[src/rtl/up_down_counter_param_pkg.sv]
// Shared definitions for the parametrised up/down counter: direction
// encoding and the elaboration-time parameter sanity check.
package counter_pkg;

   typedef enum logic [1:0] {
      UD_HOLD0 = 2'b00,
      UD_UP    = 2'b01,
      UD_DOWN  = 2'b10,
      UD_HOLD1 = 2'b11
   } ud_dir_t;

   // True when the width is usable and MIN <= RESET <= MAX < 2**WIDTH.
   function automatic bit params_ok(input int     width,
                                    input longint min_v,
                                    input longint max_v,
                                    input longint rst_v);
      return (width >= 2) && (width <= 32) &&
             (min_v >= 0) && (min_v <= max_v) &&
             (max_v < (longint'(1) << width)) &&
             (rst_v >= min_v) && (rst_v <= max_v);
   endfunction

endpackage

[src/rtl/up_down_counter_param_if.sv]
// Control/status bundle of the counter; master drives the controls,
// slave (the counter) drives count and flags.
interface up_down_counter_param_if #(
   parameter int WIDTH = 8
);
   logic [1:0]       up_dwn;
   logic             load;
   logic [WIDTH-1:0] load_value;
   logic             sat_mode;
   logic             clear_flags;
   logic [WIDTH-1:0] count;
   logic             at_max;
   logic             at_min;
   logic             ovf_pulse;
   logic             unf_pulse;
   logic             ovf_sticky;
   logic             unf_sticky;

   modport master (
      output up_dwn, load, load_value, sat_mode, clear_flags,
      input  count, at_max, at_min, ovf_pulse, unf_pulse, ovf_sticky, unf_sticky
   );

   modport slave (
      input  up_dwn, load, load_value, sat_mode, clear_flags,
      output count, at_max, at_min, ovf_pulse, unf_pulse, ovf_sticky, unf_sticky
   );
endinterface

[src/rtl/up_down_counter_param_udc_next_value.sv]
// Combinational next-count logic: load clamping, step with wrap/saturate
// and overflow/underflow event detection.
module udc_next_value
   import counter_pkg::*;
#(
   parameter int               WIDTH = 8,
   parameter logic [WIDTH-1:0] MIN_C = '0,
   parameter logic [WIDTH-1:0] MAX_C = '1
) (
   input  logic [WIDTH-1:0] count,
   input  logic [1:0]       up_dwn,
   input  logic             load,
   input  logic [WIDTH-1:0] load_value,
   input  logic             sat_mode,
   output logic [WIDTH-1:0] next_count,
   output logic             ovf_evt,
   output logic             unf_evt
);
   logic below_min;
   logic above_max;

   // Clamp comparators only exist when the range is narrower than the word.
   if (MIN_C != '0) begin : g_lo_clamp
      assign below_min = (load_value < MIN_C);
   end else begin : g_no_lo_clamp
      assign below_min = 1'b0;
   end

   if (MAX_C != '1) begin : g_hi_clamp
      assign above_max = (load_value > MAX_C);
   end else begin : g_no_hi_clamp
      assign above_max = 1'b0;
   end

   always_comb begin
      next_count = count;
      ovf_evt    = 1'b0;
      unf_evt    = 1'b0;
      if (load) begin
         if (below_min)
            next_count = MIN_C;
         else if (above_max)
            next_count = MAX_C;
         else
            next_count = load_value;
      end else begin
         case (up_dwn)
            UD_UP: begin
               if (count == MAX_C) begin
                  ovf_evt    = 1'b1;
                  next_count = sat_mode ? count : MIN_C;
               end else begin
                  next_count = count + 1'b1;
               end
            end
            UD_DOWN: begin
               if (count == MIN_C) begin
                  unf_evt    = 1'b1;
                  next_count = sat_mode ? count : MAX_C;
               end else begin
                  next_count = count - 1'b1;
               end
            end
            default: ;
         endcase
      end
   end
endmodule

[src/rtl/up_down_counter_param.sv]
// Parametrised up/down counter with programmable range, wrap/saturate,
// parallel load, boundary flags, event pulses and sticky error flags.
module up_down_counter_param
   import counter_pkg::*;
#(
   parameter int     WIDTH       = 8,
   parameter longint MIN_VALUE   = 0,
   parameter longint MAX_VALUE   = (longint'(1) << WIDTH) - 1,
   parameter longint RESET_VALUE = 0
) (
   input  logic                           clock,
   input  logic                           reset,
   up_down_counter_param_if.slave         bus
);
   localparam logic [WIDTH-1:0] MIN_C = WIDTH'(MIN_VALUE);
   localparam logic [WIDTH-1:0] MAX_C = WIDTH'(MAX_VALUE);
   localparam logic [WIDTH-1:0] RST_C = WIDTH'(RESET_VALUE);

   if (!params_ok(WIDTH, MIN_VALUE, MAX_VALUE, RESET_VALUE)) begin : g_param_error
      $error("up_down_counter_param: illegal WIDTH/MIN_VALUE/MAX_VALUE/RESET_VALUE");
   end

   logic [WIDTH-1:0] count_reg;
   logic [WIDTH-1:0] count_next;
   logic             ovf_evt;
   logic             unf_evt;
   logic             ovf_pulse_reg;
   logic             unf_pulse_reg;
   logic             ovf_sticky_reg;
   logic             unf_sticky_reg;

   udc_next_value #(
      .WIDTH (WIDTH),
      .MIN_C (MIN_C),
      .MAX_C (MAX_C)
   ) u_next (
      .count      (count_reg),
      .up_dwn     (bus.up_dwn),
      .load       (bus.load),
      .load_value (bus.load_value),
      .sat_mode   (bus.sat_mode),
      .next_count (count_next),
      .ovf_evt    (ovf_evt),
      .unf_evt    (unf_evt)
   );

   always_ff @(posedge clock) begin
      if (reset) begin
         count_reg      <= RST_C;
         ovf_pulse_reg  <= 1'b0;
         unf_pulse_reg  <= 1'b0;
         ovf_sticky_reg <= 1'b0;
         unf_sticky_reg <= 1'b0;
      end else begin
         count_reg      <= count_next;
         ovf_pulse_reg  <= ovf_evt;
         unf_pulse_reg  <= unf_evt;
         // A new event wins over a simultaneous clear request.
         ovf_sticky_reg <= ovf_evt | (ovf_sticky_reg & ~bus.clear_flags);
         unf_sticky_reg <= unf_evt | (unf_sticky_reg & ~bus.clear_flags);
      end
   end

   assign bus.count      = count_reg;
   assign bus.at_max     = (count_reg == MAX_C);
   assign bus.at_min     = (count_reg == MIN_C);
   assign bus.ovf_pulse  = ovf_pulse_reg;
   assign bus.unf_pulse  = unf_pulse_reg;
   assign bus.ovf_sticky = ovf_sticky_reg;
   assign bus.unf_sticky = unf_sticky_reg;
endmodule
[src/flat_wrapper.sv]
// flat-port wrapper written by rule: the top's interface ports become plain ports
module up_down_counter_param_flat import counter_pkg::*;
#(
   parameter int     WIDTH       = 8,
   parameter longint MIN_VALUE   = 0,
   parameter longint MAX_VALUE   = (longint'(1) << WIDTH) - 1,
   parameter longint RESET_VALUE = 0
)
  (clock, reset, bus_up_dwn, bus_load, bus_load_value, bus_sat_mode, bus_clear_flags, bus_count, bus_at_max, bus_at_min, bus_ovf_pulse, bus_unf_pulse, bus_ovf_sticky, bus_unf_sticky);
  up_down_counter_param_if #(.WIDTH(WIDTH)) bus_i ();
  input  logic clock;
  input  logic reset;
  input wire logic [$bits(bus_i.up_dwn)-1:0] bus_up_dwn;
  input wire logic [$bits(bus_i.load)-1:0] bus_load;
  input wire logic [$bits(bus_i.load_value)-1:0] bus_load_value;
  input wire logic [$bits(bus_i.sat_mode)-1:0] bus_sat_mode;
  input wire logic [$bits(bus_i.clear_flags)-1:0] bus_clear_flags;
  output wire logic [$bits(bus_i.count)-1:0] bus_count;
  output wire logic [$bits(bus_i.at_max)-1:0] bus_at_max;
  output wire logic [$bits(bus_i.at_min)-1:0] bus_at_min;
  output wire logic [$bits(bus_i.ovf_pulse)-1:0] bus_ovf_pulse;
  output wire logic [$bits(bus_i.unf_pulse)-1:0] bus_unf_pulse;
  output wire logic [$bits(bus_i.ovf_sticky)-1:0] bus_ovf_sticky;
  output wire logic [$bits(bus_i.unf_sticky)-1:0] bus_unf_sticky;
  assign bus_i.up_dwn = bus_up_dwn;
  assign bus_i.load = bus_load;
  assign bus_i.load_value = bus_load_value;
  assign bus_i.sat_mode = bus_sat_mode;
  assign bus_i.clear_flags = bus_clear_flags;
  assign bus_count = bus_i.count;
  assign bus_at_max = bus_i.at_max;
  assign bus_at_min = bus_i.at_min;
  assign bus_ovf_pulse = bus_i.ovf_pulse;
  assign bus_unf_pulse = bus_i.unf_pulse;
  assign bus_ovf_sticky = bus_i.ovf_sticky;
  assign bus_unf_sticky = bus_i.unf_sticky;
  up_down_counter_param #(.WIDTH(WIDTH), .MIN_VALUE(MIN_VALUE), .MAX_VALUE(MAX_VALUE), .RESET_VALUE(RESET_VALUE)) u_core (.clock(clock), .reset(reset), .bus(bus_i));
endmodule
[config.mk]
export PLATFORM = sky130hd
export DESIGN_NAME = up_down_counter_param_flat
export DESIGN_NICKNAME = d
export VERILOG_FILES = /design/src/rtl/up_down_counter_param_pkg.sv /design/src/rtl/up_down_counter_param_if.sv /design/src/rtl/up_down_counter_param_udc_next_value.sv /design/src/rtl/up_down_counter_param.sv /design/src/flat_wrapper.sv
export SDC_FILE = /design/constraint.sdc
export NUM_CORES = 1
export LEC_CHECK = 0
export BUFFER_PORTS_ARGS = -buffer_cell sky130_fd_sc_hd__buf_2
export CAP_MARGIN = 20
export CELL_PAD_IN_SITES_DETAIL_PLACEMENT = 1
export CELL_PAD_IN_SITES_GLOBAL_PLACEMENT = 1
export CORE_ASPECT_RATIO = 1.75
export CORE_MARGIN = 8
export CORE_UTILIZATION = 36
export DETAILED_ROUTE_END_ITERATION = 8
export MAX_ROUTING_LAYER = met4
export PLACE_DENSITY = 0.85
export RECOVER_POWER = 100
export SLEW_MARGIN = 5
export SYNTH_ARGS = -nofsm -noshare
export SYNTH_HDL_FRONTEND = slang
export SYNTH_SLANG_ARGS = --single-unit
[constraint.sdc]
create_clock -name clock -period 2.4 [get_ports clock]
set_input_delay 0.12 -clock clock [delete_from_list [all_inputs] [get_ports clock]]
set_output_delay 0.12 -clock clock [all_outputs]
set_load 0.05 [all_outputs]
==> impl_metrics.yaml <==
setup_path:
  crit_type: "reg2reg"
  r2r_slack_ps: 120
  r2r-end: "u_core.bus.count[6]$_SDFFE_PP0P_"
  required_ps: 2530
  cp_max_fo: 15
  ff2ff_path_depth: 6
  rr_startpoint: "u_core.bus.count[0]$_SDFFE_PP0P_"
  cp.arrival_ps: 2410
  cp-start-kind: "flop"
  crit_path_end_kind: "flop"
routing:
  first_pass_iters: 4
  wl_um: 3659
  wl_per_cell_um: 18.30
  drc: 0
  ant_nets: 0
  viasPerCell: 5.930
  num_vias: 1186
  drt_iter0_markers: 18
cts:
  cts_tree: "built"
  postCtsSetupRepairBufs: 0
  cts_buffers: 3
  clock_path_buffers: 2
  cts_max_level: 1
  cts.sinks: 12
  path_clk_slew_ps: 50
  cts_root_buffer: "clkbuf_8"
  insertion_delay_ps: 240
logic_synthesis:
  synthAdderAreaFrac: 0.03619
  synth-seq-area-share: 0.2316
  synth_compound_area_frac: 0.2774
  yosysUniqueCellTypes: 44
  synthMuxAreaShare: 0.009650
  syn_nets: 164
  synth_xor_area_frac: 0.01689
  syn_area_per_cell_um2: 7.104
  synth-simple-area-share: 0.3293
  ys_seq_elements: 12
  syn_inst: 146
  synthesis.area_um2: 1037
  synth_top_family_by_area: "simple AND/OR/NAND/NOR gates"
  synth-warning-count: 0
sta:
  fmax_ghz: 0.4387
  tns_ps: 0
  worst_pin_slew_ps: 604.3
  slew_headroom: 0.5989
  setup_violations: 0
  drv_slew: 0
  grt_setup_unrepaired: "false"
  finClkSkew_ps: 1.151
  hold_violations: 0
  layout_min_cycle_time_ps: 2279
  fin_crit_sh: 0.9497
floorplan:
  initial_core_util: 0.3665
  io_pins: 29
  die_area_um2: 4923
  rows: 26
  chipWidth_um: 56.58
  die_h_um: 87.01
  core_um2: 2830
power_and_ir_drop:
  p_comb_frac: 0.343
  swShare: 0.3741
  powerDensity_nw_per_um2: 559.6
  internal-power_w: 0.0004360
  switching_power_w: 0.0002607
  clkPwrFrac: 0.322
  ir_worst_vdd_mv: 0.2058
  p_leak_nw: 0.4833
  sequentialPowerShare: 0.336
place:
  port-buffer-count: 28
  place_inst: 196
  dp_hpwl_um: 2873
  gp_congestion: 0.8938
min_path:
  min_delay_path_depth: 3
  hp-start: "bus_load_value[1]"
  holdCritPathClass: "in2reg"
  min_to: "u_core.bus.count[1]$_SDFFE_PP0P_"
global_route:
  antenna_found_initial: 0
  grt_max_degree: 16
  grt_pass1_wl_um: 6058
  grt-ovfl-total: 0
  grtUsageTotal: 0.1532
  first_global_vias: 1290
finish:
  diodes: 0
  finalNonFillerCells: 200
  area_delta_synth_final_pct: 20.02
  fill_cells: 385
  drive_above_1_share: 0.1977
  largest_reg_flops: 8
  nets: 191
  final_util: 0.4399
outcome:
  status: "finished clean"
run:
  drv_cap: 0
[cells in the mapped netlist, drive strengths merged]
master    n  area share
clkbuf    6       0.022
nand4     4       0.030
nand2b    2       0.012
a41oi     1      0.0084
a32oi     1      0.0084
or3       1      0.0060
mux2i     1      0.0097
nor2b     3       0.018
a21o      3       0.022
o311a     1      0.0097
o41a      1       0.011
and3      1      0.0060
xnor2     1      0.0084
or2       2       0.012
nor4b     3       0.031
a32o      1      0.0097
a211oi    1      0.0072
nand3    11       0.053
o21ai    10       0.048
nor3      5       0.029
ha        3       0.036
and2      1      0.0060
o211a     1      0.0097
o22ai     1      0.0060
nor2     12       0.043
a311o     1      0.0097
dfxtp    12        0.23
nand4b    2       0.017
o211ai    3       0.022
xor2      1      0.0084
buf       7       0.048
nand2    16       0.058
o31ai     2       0.014
inv       8       0.029
a2111oi   2       0.017
nand3b    1      0.0072
a2bb2oi   2       0.017
a21oi    12       0.058
[cell type report]
class	count	area, µm²	share of cell area
multi-input combinational	113	706.9	0.5678
sequential	12	242.7	0.1950
timing repair buffer	35	175.2	0.1407
clock buffer	4	55.05	0.04422
tap	28	35.03	0.02814
inverter	8	30.03	0.02412
[per-layer routing]
metal,track usage,vias up,share of wire
met5,-,-,0
met4,0.09451,0,0.029
met3,0.01170,9,0.028
met2,0.2725,24,0.54
met1,0.1569,574,0.41
li1,-,579,-
[timing repair]
item,in CTS,in global routing
endpoints found under the setup margin,0,4
hold buffers,0,0
gates resized for setup,0,3
[how the worst max path moves through the flow]
stage / startpoint / slack (ps) / endpoint / cells after the start
floorplan: u_core.bus.count[0]$_SDFFE_PP0P_ / 10 / u_core.bus.count[2]$_SDFFE_PP0P_ / 8
global placement: u_core.bus.count[0]$_SDFFE_PP0P_ / 190 / u_core.bus.count[3]$_SDFFE_PP0P_ / 8
detailed placement: u_core.bus.count[0]$_SDFFE_PP0P_ / 110 / u_core.bus.count[6]$_SDFFE_PP0P_ / 6
CTS: u_core.bus.count[0]$_SDFFE_PP0P_ / 80 / u_core.bus.count[6]$_SDFFE_PP0P_ / 6
global route: u_core.bus.count[0]$_SDFFE_PP0P_ / 8 / u_core.bus.count[6]$_SDFFE_PP0P_ / 6
finish: u_core.bus.count[0]$_SDFFE_PP0P_ / 120 / u_core.bus.count[6]$_SDFFE_PP0P_ / 6
[cells in the final DEF (no fill, tap or decap), types with 7 or more instances in the layout]
| cell | instances |
|---|---|
| a21oi_1 | 12 |
| buf_2 | 14 |
| buf_4 | 7 |
| clkbuf_1 | 14 |
| dfxtp_1 | 10 |
| inv_1 | 8 |
| nand2_1 | 16 |
| nand3_1 | 11 |
| nor2_1 | 11 |
| o21ai_0 | 10 |
[through the flow]
stage | instance area, µm² | power [W] | setup WS, ps | hold slack (ps)
floorplan | 1044 | 0.0004105 | 10.50 | 228.5
global placement | 1199 | 0.0004705 | 185.0 | 316.1
detailed placement | 1199 | 0.0004757 | 112.2 | 336.4
CTS | 1254 | 0.0006993 | 84.30 | 86.79
global route | 1245 | 0.0007316 | 8.039 | 101.9
finish | 1245 | 0.0006967 | 120.6 | 77.97
[power groups by stage]
stage / combinational (W) / clock [W] / sequential, W
6_report: 0.000239 / 0.000224 / 0.000234
5_1_grt: 0.000258 / 0.000238 / 0.000236
4_1_cts: 0.000241 / 0.000226 / 0.000233
3_5_place_dp: 0.000239 / 0 / 0.000237
3_3_place_gp: 0.000235 / 0 / 0.000236
2_1_floorplan: 0.000143 / 0 / 0.000268
[worst max-delay path, stage by stage, from the launching register on]
cell and delay [ps]:
dfxtp_2 490, ha_2 320, nand4_2 190, o311a_1 360, a21o_1 290, or2_0 260, a32o_1 260
[kinds of logic after synthesis]
| group | Yosys count |
|---|---|
| and+or+nand+nor | 64 |
| xor gates and xnor gates | 2 |
| adders and majority gates | 3 |
| buffers and inverters | 21 |
| muxes | 1 |
| AOI/OAI and AO/OA | 43 |
| DFF | 12 |
No activity file was read; power rests on OpenSTA's default activity.
